`src/rtl/ycr_dmem_wb_sram_pkg.sv`:
```
// Shared constants for the DMEM SRAM Wishbone slave: bus width, the default
// data-memory SRAM window, and the window decode helper.
package ycr_dmem_wb_sram_pkg;

    // Wishbone data/address width shared by the DMEM path.
    localparam int YCR_WB_WIDTH = 32;

    // Default placement of the DMEM SRAM window (2 KB at 0x0C00_0000).
    localparam logic [YCR_WB_WIDTH-1:0] YCR_DMEM_SRAM_BASE = 32'h0C00_0000;
    localparam logic [YCR_WB_WIDTH-1:0] YCR_DMEM_SRAM_MASK = 32'hFFFF_F800;

    // True when a byte address falls inside the window described by base/mask.
    function automatic logic addr_hit(
        input logic [YCR_WB_WIDTH-1:0] adr,
        input logic [YCR_WB_WIDTH-1:0] base,
        input logic [YCR_WB_WIDTH-1:0] mask
    );
        return (adr & mask) == base;
    endfunction

endpackage

```
`src/rtl/ycr_dmem_wb_sram_if.sv`:
```
// Wishbone request/response bundle between the core-side DMEM bridge
// (master) and the SRAM slave.
interface ycr_dmem_wb_sram_if;
    import ycr_dmem_wb_sram_pkg::*;

    logic                    wbd_stb_i;
    logic [YCR_WB_WIDTH-1:0] wbd_adr_i;
    logic                    wbd_we_i;
    logic [YCR_WB_WIDTH-1:0] wbd_dat_i;
    logic [3:0]              wbd_sel_i;
    logic [YCR_WB_WIDTH-1:0] wbd_dat_o;
    logic                    wbd_ack_o;
    logic                    wbd_err_o;

    modport master (
        output wbd_stb_i, wbd_adr_i, wbd_we_i, wbd_dat_i, wbd_sel_i,
        input  wbd_dat_o, wbd_ack_o, wbd_err_o
    );

    modport slave (
        input  wbd_stb_i, wbd_adr_i, wbd_we_i, wbd_dat_i, wbd_sel_i,
        output wbd_dat_o, wbd_ack_o, wbd_err_o
    );

endinterface

```
`src/rtl/ycr_dmem_wb_sram.sv`:
```
// DMEM Wishbone slave in front of a single-port SRAM macro. One request is
// served at a time; writes and out-of-window accesses ack one clock after
// acceptance, reads ack RD_LAT+1 clocks after acceptance.
module ycr_dmem_wb_sram
    import ycr_dmem_wb_sram_pkg::*;
#(
    parameter int                      AW        = 9,
    parameter logic [YCR_WB_WIDTH-1:0] BASE_ADDR = YCR_DMEM_SRAM_BASE,
    parameter logic [YCR_WB_WIDTH-1:0] ADDR_MASK = YCR_DMEM_SRAM_MASK,
    parameter int                      RD_LAT    = 1
) (
    input  logic                    wb_clk,
    input  logic                    wb_rst,
    ycr_dmem_wb_sram_if.slave       wbd,
    output logic                    sram_csb,
    output logic                    sram_web,
    output logic [3:0]              sram_wmask,
    output logic [AW-1:0]           sram_addr,
    output logic [YCR_WB_WIDTH-1:0] sram_din,
    input  logic [YCR_WB_WIDTH-1:0] sram_dout
);

    typedef enum logic [1:0] {
        IDLE,
        RD_WAIT,
        ACK
    } state_t;

    // Counter preload: the counter reaches zero on the cycle sram_dout is valid.
    localparam logic [1:0] RD_CNT_LOAD = 2'(RD_LAT - 1);

    state_t                  state;
    logic [1:0]              rd_cnt;
    logic                    ack_q;
    logic                    err_q;
    logic [YCR_WB_WIDTH-1:0] dat_q;

    logic                    hit;
    logic [AW-1:0]           word_addr;

    assign hit       = addr_hit(wbd.wbd_adr_i, BASE_ADDR, ADDR_MASK);
    assign word_addr = wbd.wbd_adr_i[AW+1:2];

    assign wbd.wbd_ack_o = ack_q;
    assign wbd.wbd_err_o = err_q;
    assign wbd.wbd_dat_o = dat_q;

    // SRAM is touched only in the IDLE cycle that accepts an in-window request,
    // so a strobe still high during ACK or RD_WAIT never reaches the macro.
    always_comb begin
        sram_csb   = 1'b1;
        sram_web   = 1'b1;
        sram_wmask = '0;
        sram_addr  = '0;
        sram_din   = '0;
        if (!wb_rst && state == IDLE && wbd.wbd_stb_i && hit) begin
            sram_csb  = 1'b0;
            sram_addr = word_addr;
            if (wbd.wbd_we_i) begin
                sram_web   = 1'b0;
                sram_wmask = wbd.wbd_sel_i;
                sram_din   = wbd.wbd_dat_i;
            end
        end
    end

    // Request FSM with registered ack/err/data; reset aborts any read in flight.
    always_ff @(posedge wb_clk) begin
        if (wb_rst) begin
            state  <= IDLE;
            rd_cnt <= '0;
            ack_q  <= 1'b0;
            err_q  <= 1'b0;
            dat_q  <= '0;
        end else begin
            case (state)
                IDLE: begin
                    ack_q <= 1'b0;
                    err_q <= 1'b0;
                    dat_q <= '0;
                    if (wbd.wbd_stb_i) begin
                        if (!hit) begin
                            ack_q <= 1'b1;
                            err_q <= 1'b1;
                            state <= ACK;
                        end else if (wbd.wbd_we_i) begin
                            ack_q <= 1'b1;
                            state <= ACK;
                        end else begin
                            rd_cnt <= RD_CNT_LOAD;
                            state  <= RD_WAIT;
                        end
                    end
                end
                RD_WAIT: begin
                    if (rd_cnt == 2'd0) begin
                        dat_q <= sram_dout;
                        ack_q <= 1'b1;
                        state <= ACK;
                    end else begin
                        rd_cnt <= rd_cnt - 2'd1;
                    end
                end
                ACK: begin
                    ack_q <= 1'b0;
                    err_q <= 1'b0;
                    dat_q <= '0;
                    state <= IDLE;
                end
                default: begin
                    ack_q <= 1'b0;
                    err_q <= 1'b0;
                    dat_q <= '0;
                    state <= IDLE;
                end
            endcase
        end
    end

endmodule
```
`src/flat_wrapper.sv`:
```
// flat-port wrapper written by rule: the top's interface ports become plain ports
module ycr_dmem_wb_sram_flat import ycr_dmem_wb_sram_pkg::*;
#(
    parameter int                      AW        = 9,
    parameter logic [YCR_WB_WIDTH-1:0] BASE_ADDR = YCR_DMEM_SRAM_BASE,
    parameter logic [YCR_WB_WIDTH-1:0] ADDR_MASK = YCR_DMEM_SRAM_MASK,
    parameter int                      RD_LAT    = 1
)
  (wb_clk, wb_rst, sram_csb, sram_web, sram_wmask, sram_addr, sram_din, sram_dout, wbd_wbd_stb_i, wbd_wbd_adr_i, wbd_wbd_we_i, wbd_wbd_dat_i, wbd_wbd_sel_i, wbd_wbd_dat_o, wbd_wbd_ack_o, wbd_wbd_err_o);
  ycr_dmem_wb_sram_if wbd_i ();
  input  logic wb_clk;
  input  logic wb_rst;
  output logic sram_csb;
  output logic sram_web;
  output logic [3:0] sram_wmask;
  output logic [AW-1:0] sram_addr;
  output logic [YCR_WB_WIDTH-1:0] sram_din;
  input  logic [YCR_WB_WIDTH-1:0] sram_dout;
  input wire logic [$bits(wbd_i.wbd_stb_i)-1:0] wbd_wbd_stb_i;
  input wire logic [$bits(wbd_i.wbd_adr_i)-1:0] wbd_wbd_adr_i;
  input wire logic [$bits(wbd_i.wbd_we_i)-1:0] wbd_wbd_we_i;
  input wire logic [$bits(wbd_i.wbd_dat_i)-1:0] wbd_wbd_dat_i;
  input wire logic [$bits(wbd_i.wbd_sel_i)-1:0] wbd_wbd_sel_i;
  output wire logic [$bits(wbd_i.wbd_dat_o)-1:0] wbd_wbd_dat_o;
  output wire logic [$bits(wbd_i.wbd_ack_o)-1:0] wbd_wbd_ack_o;
  output wire logic [$bits(wbd_i.wbd_err_o)-1:0] wbd_wbd_err_o;
  assign wbd_i.wbd_stb_i = wbd_wbd_stb_i;
  assign wbd_i.wbd_adr_i = wbd_wbd_adr_i;
  assign wbd_i.wbd_we_i = wbd_wbd_we_i;
  assign wbd_i.wbd_dat_i = wbd_wbd_dat_i;
  assign wbd_i.wbd_sel_i = wbd_wbd_sel_i;
  assign wbd_wbd_dat_o = wbd_i.wbd_dat_o;
  assign wbd_wbd_ack_o = wbd_i.wbd_ack_o;
  assign wbd_wbd_err_o = wbd_i.wbd_err_o;
  ycr_dmem_wb_sram #(.AW(AW), .BASE_ADDR(BASE_ADDR), .ADDR_MASK(ADDR_MASK), .RD_LAT(RD_LAT)) u_core (.wb_clk(wb_clk), .wb_rst(wb_rst), .wbd(wbd_i), .sram_csb(sram_csb), .sram_web(sram_web), .sram_wmask(sram_wmask), .sram_addr(sram_addr), .sram_din(sram_din), .sram_dout(sram_dout));
endmodule
```
`config.mk`:
```
export PLATFORM = sky130hd
export DESIGN_NAME = ycr_dmem_wb_sram_flat
export DESIGN_NICKNAME = d
export VERILOG_FILES = /design/src/rtl/ycr_dmem_wb_sram_pkg.sv /design/src/rtl/ycr_dmem_wb_sram_if.sv /design/src/rtl/ycr_dmem_wb_sram.sv /design/src/flat_wrapper.sv
export SDC_FILE = /design/constraint.sdc
export NUM_CORES = 1
export LEC_CHECK = 0
export ABC_AREA = 1
export CAP_MARGIN = 20
export CORE_MARGIN = 2
export CORE_UTILIZATION = 31
export DETAILED_ROUTE_END_ITERATION = 8
export PLACE_DENSITY = 0.85
export SLEW_MARGIN = 10
export SYNTH_ARGS = -nofsm -noshare
export SYNTH_HDL_FRONTEND = slang
export SYNTH_SLANG_ARGS = --single-unit
```
`constraint.sdc`:
```
create_clock -name wb_clk -period 2.1 [get_ports wb_clk]
set_clock_uncertainty 0.1 [all_clocks]
set_input_delay 0.315 -clock wb_clk [delete_from_list [all_inputs] [get_ports wb_clk]]
set_output_delay 0.315 -clock wb_clk [all_outputs]
set_load 0.01 [all_outputs]
```
# Word level (Yosys, flattened, before mapping)
# Index checks and enable logic that the tools add are counted.
[op_classes] eq_ne=7 n_reduce_logical=10 n_bitwise=1 muxes=26 add_sub_neg=1
[ops] op="$mux 32" count=2
[ops] op="$eq 21x17->1 const B" count=1
[ops] op="$mux 2" count=8
[ops] op="$mux 1" count=9
[ops] op="$mux 9" count=1
[ops] op="$mux 4" count=2
[ops] op="$pmux 2 s2" count=2
[ops] op="$ne 2x2->1 const B" count=3
[ops] op="$reduce_and 5->1" count=1
[ops] op="$logic_not 2->1" count=2
[ops] op="$ne 2x1->1 const B" count=2
[ops] op="$pmux 1 s2" count=2
[ops] op="$logic_and 1x1->1" count=3
[ops] op="$eq 2x1->1 const B" count=1
[ops] op="$reduce_and 2->1" count=1
[ops] op="$reduce_bool 2->1" count=1
[ops] op="$reduce_or 2->1" count=1
[ops] op="$sub 2x1->2 const B" count=1
[ops] op="$logic_not 1->1" count=1
[ops] op="$not 1->1" count=1
[totals] ff_bits=38 inputBits=104

# Logic depth before layout (Yosys ltp)
# Gate-level depths: netlist (run 1).
[logic_depth] word_depth=5 depth_mapped=9 mapped_depth_nobuf=9

# Worst setup path after synthesis (run 1)
# OpenSTA, ideal clock, no wires.
[synth_path] kind="input to output" startpoint="input wbd_wbd_adr_i[20]" endpoint="output sram_din[12]" required_ns=1.685 setup_slack_ns=0.442 path_stages=6 t_arrival_ns=1.243 path_cell_list="nor2_1 > nand4_1 > nor3_4 > nand4_4 > buf_6 > nor2_1"
[synth_via] elab_chain_cells=3
[synth_rtl] item="start, declared" line_no="flat_wrapper.sv:20" rtl="input wire logic [$bits(wbd_i.wbd_adr_i)-1:0] wbd_wbd_adr_i;"
[synth_rtl] item="$eq 21x17->1" line_no="ycr_dmem_wb_sram_pkg.sv:18" rtl="return (adr & mask) == base;"
[synth_rtl] item="$logic_and 1x1->1" line_no="ycr_dmem_wb_sram.sv:56" rtl="if (!wb_rst && state == IDLE && wbd.wbd_stb_i && hit) begin"
[synth_rtl] item="$mux 32" line_no="ycr_dmem_wb_sram.sv:56"
[synth_rtl] item="end, declared" line_no="flat_wrapper.sv:17" rtl="output logic [YCR_WB_WIDTH-1:0] sram_din;"
# No other way between the ends.

# Final worst setup path (run 1)
[layout_path] startpoint="input wbd_wbd_adr_i[28]" endpoint="output sram_din[22]"
# The elaborated chain is that of the path after synthesis.

==> results of run 1 <==
worst min path at each step:
| stage | cells after the start | from | slack, ns | end |
|---|---|---|---|---|
| 2_1_floorplan | 1 | wb_rst | 0.29 | u_core.state[0] |
| 3_3_place_gp | 2 | u_core.wbd.wbd_dat_o[8] | 0.35 | u_core.wbd.wbd_dat_o[8] |
| 3_5_place_dp | 2 | u_core.wbd.wbd_dat_o[20] | 0.35 | u_core.wbd.wbd_dat_o[20] |
| 4_1_cts | 2 | u_core.wbd.wbd_dat_o[11] | 0.36 | u_core.wbd.wbd_dat_o[11] |
| 5_1_grt | 3 | wb_rst | 0.36 | u_core.state[0] |
| 6_report | 3 | wb_rst | 0.33 | u_core.state[0] |
cell type report:
type | count | area (sq um) | share of cell area, %
inverters | 58 | 218 | 5.01
clock inverters | 1 | 30.0 | 0.691
diodes | 1 | 2.50 | 0.0576
flip-flops and latches | 38 | 763 | 17.6
multi-input cells | 203 | 1130 | 26.0
clock buffers | 6 | 82.6 | 1.90
repair buffers | 206 | 2020 | 46.6
well taps | 77 | 96.3 | 2.22
cells in the final DEF (no fill, tap or decap), types with 4 or more instances in the layout:
cell             Yosys  final
buf_2                4     23
dlygate4sd2_1        0     11
a21oi_1             36     36
nor2_2              18     12
nand2_1             78     77
buf_6                3     26
nor2_4               5     27
buf_4                0     13
nor2_1              48     32
clkbuf_2             0      8
dfxtp_1             38     36
clkdlybuf4s50_1      0    112
inv_1               57     57
nand3_1              4      4
clkbuf_8             0      6
report_power, final:
part	internal (W)	total [W]	switching, W	leakage [nW]
Sequential	0.000730	0.000736	0.00000582	0.308
Clock	0.000380	0.000633	0.000253	0.0573
Combinational	0.000208	0.000354	0.000146	1.68
metrics by stage:
stage	power (W)	setup WS, ns	instances	cell area [sq um]
5_1_grt	0.00181	-0.181	589	4340
2_1_floorplan	0.000863	0.442	311	2010
3_3_place_gp	0.00109	-0.489	565	3930
6_report	0.00172	-0.0716	590	4340
3_5_place_dp	0.00110	-0.520	565	3930
4_1_cts	0.00172	-0.109	583	4170
registers in the layout, summed over array words and instances (netlist names):
| name | count |
|---|---|
| u_core.rd_cnt | 2 |
| u_core.wbd.wbd_err_o | 1 |
| u_core.wbd.wbd_dat_o | 32 |
| u_core.wbd.wbd_ack_o | 1 |
| u_core.state | 2 |
cells by family (layout without fill, tap and decap cells):
| family | after synthesis | after routing | share of synthesized area (%) |
|---|---|---|---|
| fa+ha+maj | 1 | 1 | 0.622 |
| buf+inv | 71 | 271 | 14.6 |
| flops | 38 | 38 | 37.8 |
| compound gates | 40 | 40 | 10.1 |
| other cells | 0 | 1 | 0 |
| simple gates | 161 | 162 | 36.8 |
layer usage:
layer | up-vias | global-route usage [%] | wire [microns]
li1 | 1331 | - | -
met3 | 21 | 5.70 | 582
met4 | 0 | 6.35 | 235
met1 | 1182 | 22.3 | 2920
met5 | - | 0 | 0
met2 | 129 | 40.4 | 4590
timing repair:
item | 4_1_cts | 5_1_grt
gates resized for setup | 173 | 129
hold buffers | 0 | 0
gates cloned | 4 | 4
setup endpoints to repair | 47 | 46
pin swaps | 19 | 10
setup buffers | 7 | 4
worst max-delay path, stage by stage:
cell             delay (ns)
clkdlybuf4s15_1        0.19
inv_1                  0.07
nand4_1                0.13
nor3_4                 0.25
nand4_4                0.23
buf_12                 0.21
clkbuf_16              0.15
nor2_4                 0.09
buf_6                  0.11
==> metrics.md, run 1 <==
| Metric | Value |
|---|---|
| Register-to-Register Path Depth | 7 |
| Starting Density | 31.9% |
| Die ar. | 7150 sq um |
| Worst-Skew Late Latency | 0.28 ns |
| Core ar. | 6310 sq um |
| FP Rows | 29 |
| Pin count of the biggest net entering global routing | 33 |
| Final period utilization | 103% |
| Top post-synthesis cells by area | dfxtp_1 (38%), nand2_1 (15%), inv_1 (11%) |
| #FFs+latches synth | 38 |
| CTS tree | yes |
| First-pass GRT wire length | 12.3 mm |
| Worst rel slew slack | 62.5% |
| Clock sink count | 38 |
| Hold Slack | 0.331 ns |
| Top-count cell post-synth | nand2_1 |
| Reg2reg end | u_core.rd_cnt[1] |
| Status | complete, but fails checks |
| Worst-path clk slew | 0.07 ns |
| Total Wirelength | 8.33 mm |
| Critical path endpoint | sram_din[22] |
| DR vias | 2,663 |
| HPWL after DPL | 5.57 mm |
| Syn-to-layout area delta | 116% |
| Vias per cell | 4.51 |
| Seq/Total Area, Yosys | 37.8% |
| H-tree Lvls | 2 |
| Layout cell share with drive strength beyond 1 | 26.4% |
| Synth area leader | dfxtp_1 |
| Post-Syn Nets | 416 |
| Total of warnings raised by yosys | 0 |
| RSZ-0062 raised after global routing | true |
| Post-synth EDFFs | 0 |
| Nets | 617 |
| Vias in the first global route | 2,549 |
| Critical Path AT | 1.76 ns |
| Die W | 84.6 microns |
| Max Cap Viol | 0 |
| IO Pins | 185 |
| Final setup vio count | 26 |
| Setup_tns | -1.36 ns |
| Initial antenna violation count | 0 |
| CP startpoint | wbd_wbd_adr_i[28] |
| Async set or reset register ratio after synthesis | 0% |
| RR Startpoint | u_core.state[1] |
| Post-synth cell types | 22 |
| VDD IR max | 0.382 mV |
| Bufs on Longest Clock Path | 2 |
| DRT iter0 DRCs | 124 |
| Power density over cell area | 397 nW/um^2 |
| Post-synthesis cell count | 311 |
| R2R setup slack | 0.51 ns |
| Top FF cell, synth | dfxtp_1 |
| Pin slew with the least headroom to its limit | 0.557 ns |
| Final Hold Fails | 0 |
| Routed Antenna Nets | 0 |
| Commonest cells post-synth | nand2_1 (78), inv_1 (57), nor2_1 (48), dfxtp_1 (38), a21oi_1 (36) |
| F_max | 460 MHz |
| P_leak | 2.05 nW |
| Final Core Density | 68.8% |
| Die Ht | 84.6 microns |
| Number of port buffers | 182 |
| Avg Cell Area, Syn | 6.47 sq um |
| Grt ovf | 0 |
| Pre-Repair DR Iteration Count | 4 |
| GPL Wtd Cong | 0.796 |
| Critical path type | in2out |
| CP Capture Type | output port |
| Root Buffer | clkbuf_8 |
| DR WL/cell | 14.1 microns |
| Clock buffer count from CTS | 5 |
| Max-slew violation count | 0 |
| # DRC | 0 |
| Startpoint class of the critical path | input pin |
| Failing checks | setup timing |
| Tmin final | 2.17 ns |
| Min-delay worst type | in2reg |
| Gr usage total | 21.1% |
| Final WS setup | -0.0716 ns |
| Synth top area share | 37.8% |
| Fill count | 520 |
| CP required | 1.68 ns |
| Critical-path maximum fanout | 6 |
| Mapped Area | 2010 sq um |
No activity file was read; power rests on OpenSTA's default activity.
==> run 2, diff against run 1 <==
--- a/config.mk
+++ b/config.mk
@@ -8,10 +8,11 @@
 export ABC_AREA = 1
 export CAP_MARGIN = 20
 export CORE_MARGIN = 2
-export CORE_UTILIZATION = 31
+export CORE_UTILIZATION = 28
 export DETAILED_ROUTE_END_ITERATION = 8
-export PLACE_DENSITY = 0.85
+export PLACE_DENSITY = 0.88
 export SLEW_MARGIN = 10
 export SYNTH_ARGS = -nofsm -noshare
 export SYNTH_HDL_FRONTEND = slang
 export SYNTH_SLANG_ARGS = --single-unit
+export TNS_END_PERCENT = 30
==> constraint.sdc (replaced) <==
create_clock -name wb_clk -period 1.9 [get_ports wb_clk]
set_clock_uncertainty 0.1 [all_clocks]
set_input_delay 0.285 -clock wb_clk [delete_from_list [all_inputs] [get_ports wb_clk]]
set_output_delay 0.285 -clock wb_clk [all_outputs]
set_load 0.01 [all_outputs]
==> run 2 against run 1 <==
The flow still finishes with violations (setup timing). Worst setup slack got worse by 0.13 ns. Die area increased by 10%. Global-route usage decreased by 2.2 points. Register-to-register slack got worse by 0.13 ns. Count of clock-buffer cells in the layout unchanged. Clock power decreased by 17%. First-iteration DRC count decreased by 30%. Critical path depth increased by 1. Non-clock buffer count unchanged. Hold slack improved by 0.029 ns. Cell count increased by 3.1%.
==> metrics.md, run 2 (synthesis results as in run 1) <==
| Metric | Value |
|---|---|
| DR WL/cell | 13.2 microns |
| Critical path type | in2out |
| Layout cell share with drive strength beyond 1 | 26.0% |
| Setup_tns | -4.66 ns |
| Clock buffer count from CTS | 5 |
| RSZ-0062 raised after global routing | true |
| First-pass GRT wire length | 11.8 mm |
| Fill count | 576 |
| Bufs on Longest Clock Path | 2 |
| Power density over cell area | 397 nW/um^2 |
| Ant diodes | 0 |
| Startpoint class of the critical path | input pin |
| Starting Density | 29.3% |
| GPL Wtd Cong | 0.758 |
| Number of port buffers | 182 |
| Final setup vio count | 44 |
| Die Ht | 88.8 microns |
| Critical Path AT | 1.72 ns |
| Routed Antenna Nets | 0 |
| Gr usage total | 18.9% |
| Tmin final | 2.10 ns |
| P_leak | 1.99 nW |
| VDD IR max | 0.396 mV |
| Max Cap Viol | 0 |
| # DRC | 0 |
| F_max | 475 MHz |
| HPWL after DPL | 5.77 mm |
| DR vias | 2,662 |
| CTS tree | yes |
| Syn-to-layout area delta | 116% |
| Clock sink count | 38 |
| Vias per cell | 4.38 |
| Reg2reg end | u_core.wbd.wbd_dat_o[3] |
| Failing checks | setup timing |
| R2R setup slack | 0.38 ns |
| Worst-Skew Late Latency | 0.27 ns |
| Worst hold start | u_core.wbd.wbd_dat_o[5] |
| CP Capture Type | output port |
| Worst slack, placed | -0.700 ns |
| CP required | 1.51 ns |
| Worst-path clk slew | 0.07 ns |
| Min-delay worst type | reg2reg |
| Grt ovf | 0 |
| Status | complete, but fails checks |
| Root Buffer | clkbuf_8 |
| FP Rows | 30 |
| Final period utilization | 111% |
| Final Hold Fails | 0 |
| Die W | 88.8 microns |
| Initial antenna violation count | 0 |
| Hold Slack | 0.360 ns |
| Max-slew violation count | 0 |
| Critical-path maximum fanout | 7 |
| Total Wirelength | 8.03 mm |
| RR Startpoint | u_core.state[1] |
| Commonest cells after routing, fill and taps aside | clkdlybuf4s50_1 (113), nand2_1 (77), inv_1 (57) |
| Hold Crit Endpoint | u_core.wbd.wbd_dat_o[5] |
| IO Pins | 185 |
| Core ar. | 6870 sq um |
| Pin count of the biggest net entering global routing | 33 |
| DRT iter0 DRCs | 87 |
| Pin slew with the least headroom to its limit | 0.547 ns |
| Final WS setup | -0.203 ns |
| Nets | 617 |
| H-tree Lvls | 2 |
| Hold path cells | 2 |
| Pre-Repair DR Iteration Count | 4 |
| # hold bufs at CTS | 0 |
| Die ar. | 7880 sq um |
| Vias in the first global route | 2,682 |
| Worst rel slew slack | 63.5% |
| Largest register FFs | 32 |
| Register-to-Register Path Depth | 6 |
| Commonest non-fill, non-tap cell in the layout | clkdlybuf4s50_1 |
## run 2: cell types whose count changed in the layout (fill, tap and decap cells not counted), moves of 3 or more
cell,before,now
buf_6,26,23
buf_8,0,3
clkbuf_16,3,0
clkbuf_2,8,0
clkdlybuf4s15_2,0,8
nor2_2,12,16
nor2_4,27,24
## run 2: how the worst max path moves through the flow
| stage | endpoint | cells after the start | start |
|---|---|---|---|
| final | sram_din[11] | 10 | wbd_wbd_adr_i[25] |
| after floorplan | sram_din[12] | 6 | wbd_wbd_adr_i[20] |
| after global placement | sram_addr[4] | 8 | wbd_wbd_adr_i[20] |
| after global routing | sram_din[26] | 9 | u_core.state[1] |
| after detailed placement | sram_addr[6] | 7 | wbd_wbd_adr_i[27] |
| after CTS | sram_din[23] | 9 | u_core.state[0] |
## run 2: layer usage
layer,vias up,share of wire (%),GRT usage [%]
li1,1329,-,-
met1,1196,36,18.2
met2,123,53,37.4
met3,14,9.4,5.69
met4,0,2.2,7.02
met5,-,0,0
## run 2: what timing repair did
action	in CTS	in global routing
resized for setup	266	35
gates cloned	4	0
pin swaps	21	9
setup buffers	12	0
endpoints found under the hold margin	0	0
setup endpoints to repair	47	47
## run 2: worst max-delay path, stage by stage
cell and delay, ns:
clkdlybuf4s15_1 0.18, inv_1 0.05, nand4_1 0.15, nor3_4 0.27
nand4_4 0.14, buf_12 0.16, buf_12 0.13, buf_8 0.13
nor2_2 0.09, buf_2 0.14
## run 2: report_power, final
part / internal (W) / total [W] / switching [W] / leakage (nW)
Sequential: 0.000807 / 0.000814 / 0.00000687 / 0.308
Clock: 0.000252 / 0.000523 / 0.000271 / 0.0373
Combinational: 0.000229 / 0.000390 / 0.000161 / 1.64
## run 2: through the flow
stage          area, sq um  util (%)  total power, W  std cells
2_1_floorplan         2010         -        0.000954        311
6_report              4350      63.3         0.00173        608
3_3_place_gp          3970      57.8         0.00121        587
4_1_cts               4190      61.0         0.00173        608
3_5_place_dp          3970      57.8         0.00122        587
5_1_grt               4350      63.3         0.00182        608
## run 2: area by class of cell
| type | count | area [sq um] | share of cell area [%] |
|---|---|---|---|
| Clock buffer | 6 | 72.6 | 1.67 |
| Clock inverter | 1 | 7.51 | 0.173 |
| Inverter | 58 | 218 | 5.01 |
| Multi-Input combinational cell | 203 | 1120 | 25.8 |
| Sequential cell | 38 | 763 | 17.6 |
| Tap cell | 96 | 120 | 2.76 |
| Timing Repair Buffer | 206 | 2040 | 47.0 |
==> run 3, diff against run 2 <==
--- a/config.mk
+++ b/config.mk
@@ -7,7 +7,6 @@
 export LEC_CHECK = 0
 export ABC_AREA = 1
 export CAP_MARGIN = 20
-export CORE_MARGIN = 2
 export CORE_UTILIZATION = 28
 export DETAILED_ROUTE_END_ITERATION = 8
 export PLACE_DENSITY = 0.88
==> run 3 against run 2 <==
The flow still finishes with violations (setup timing). Largest power group unchanged. Critical path type is now reg2out. Cell area shrank 4.6%. Fmax up 2.5%. Via count shrank 0.49%. Sequential power barely moved. Wire length shrank 7.0%.
==> metrics.md, run 3 (synthesis results as in run 1) <==
| Metric | Value |
|---|---|
| Clock sink count | 38 |
| Number of port buffers | 182 |
| Worst-path clk slew | 0.08 ns |
| IO Pins | 185 |
| Critical path type | reg2out |
| Commonest cells after routing, fill and taps aside | clkdlybuf4s50_1 (113), nand2_1 (78), inv_1 (57) |
| # DRC | 0 |
| Pin count of the biggest net entering global routing | 33 |
| Layout cell share with drive strength beyond 1 | 25.4% |
| CP startpoint | u_core.state[0] |
| Largest register FFs | 32 |
| Register-to-Register Path Depth | 6 |
| VDD IR max | 0.498 mV |
| Fill count | 606 |
| DR WL/cell | 12.3 microns |
| Hold path cells | 2 |
| First-pass GRT wire length | 11.5 mm |
| Pin slew with the least headroom to its limit | 0.557 ns |
| Power density over cell area | 426 nW/um^2 |
| Vias in the first global route | 2,617 |
| Die W | 86.8 microns |
| Post-Layout Cell Count | 607 |
| Die ar. | 7530 sq um |
| Root Buffer | clkbuf_8 |
| Placed insts | 585 |
| Max-slew violation count | 0 |
| Final period utilization | 108% |
| # hold bufs at CTS | 0 |
| Hold Crit Endpoint | u_core.wbd.wbd_dat_o[14] |
| P_leak | 1.97 nW |
| Vias per cell | 4.36 |
| Bufs on Longest Clock Path | 2 |
| Largest stage delay, worst path | 0.33 ns |
| Grt ovf | 0 |
| Critical-path maximum fanout | 4 |
| Reg2reg end | u_core.wbd.wbd_dat_o[11] |
| Commonest non-fill, non-tap cell in the layout | clkdlybuf4s50_1 |
| Status | complete, but fails checks |
| Initial antenna violation count | 3 |
| Critical Path AT | 1.67 ns |
| Die Ht | 86.8 microns |
| Syn-to-layout area delta | 106% |
| HPWL after DPL | 5.47 mm |
| RR Startpoint | u_core.state[1] |
| RSZ-0062 raised after global routing | true |
| Crit-path slowest cell | dfxtp_2 |
| Nets | 612 |
| Gr usage total | 19.5% |
| Most common cell on crit path | nor2_4 |
| DR vias | 2,649 |
| Max Cap Viol | 0 |
| Total Wirelength | 7.47 mm |
| Routed Antenna Nets | 0 |
| R2R setup slack | 0.39 ns |
| Critical path, cell by cell | nor2_4 > nand2_2 > nor2_4 > nand4_4 > buf_12 > buf_16 > buf_6 > nor2_4 > buf_6 |
| CTS tree | yes |
| F_max | 487 MHz |
| Worst hold start | u_core.wbd.wbd_dat_o[14] |
| H-tree Lvls | 2 |
| Starting Density | 29.3% |
| Failing checks | setup timing |
| DRT iter0 DRCs | 116 |
| Min-delay worst type | reg2reg |
| Core ar. | 6870 sq um |
| Final setup vio count | 26 |
| Final WS setup | -0.153 ns |
| Final Hold Fails | 0 |
| Tmin final | 2.05 ns |
| Worst slack, placed | -0.714 ns |
| CP Capture Type | output port |
| FP Rows | 30 |
| Worst-Skew Late Latency | 0.28 ns |
| Worst rel slew slack | 62.8% |
| Pre-Repair DR Iteration Count | 4 |
| GPL Wtd Cong | 0.869 |
| Startpoint class of the critical path | flip-flop |
| CP required | 1.51 ns |
| Clock buffer count from CTS | 5 |
run 3: timing repair:
action	in CTS	in global routing
pin swaps	17	9
cloned	4	0
resized for setup	224	44
buffers inserted	7	1
endpoints found under the setup margin	47	47
run 3: worst max-delay path by stage:
stage	to	slack (ns)	cells after the start
2_1_floorplan	sram_din[12]	0.30	6
6_report	sram_wmask[3]	-0.15	9
5_1_grt	sram_wmask[3]	-0.26	10
3_3_place_gp	sram_din[31]	-0.68	8
4_1_cts	sram_din[18]	-0.26	8
3_5_place_dp	sram_addr[8]	-0.71	8
run 3: stage by stage:
stage               area [sq um]  power, W  setup TNS, ns  util [%]  hold WS, ns
floorplan                   2010  0.000954              0         -        0.257
global placement            3960   0.00121         -30.19      57.6        0.347
detailed placement          3960   0.00122         -31.65      57.6        0.353
CTS                         4070   0.00179          -2.54      59.2        0.363
global route                4150   0.00186          -5.76      60.3        0.381
finish                      4150   0.00177          -1.74      60.3        0.361
run 3: worst max-delay path: cells and delay by family, from the launching register on:
kind,cells,cell delay (ns)
simple gates,5,0.51
flops,1,0.33
buf+inv,4,0.52
run 3: report_power, final:
group / total, W / switching (W) / internal (W)
combinational: 0.000383 / 0.000151 / 0.000231
clock: 0.000571 / 0.000279 / 0.000292
sequential: 0.000814 / 0.00000640 / 0.000807
total: 0.00177 / 0.000437 / 0.00133
run 3: final cells by class:
cell class                 count  area (sq um)  share of cell area [%]
antenna                        3          7.51                   0.181
clock buffer                   6          82.6                    1.99
clock inverter                 2          12.5                   0.302
inverter                      58           218                    5.25
multi-input combinational    203          1050                    25.4
sequential                    38           763                    18.4
tap                           96           120                    2.90
timing repair buffer         201          1890                    45.5
run 3: metal layers:
metal	track usage (%)	part of all wire (%)	up-vias
li1	-	-	1313
met1	18.2	35	1184
met2	36.2	50	130
met3	6.95	9.5	22
met4	11.8	5.0	0
met5	0	0	-
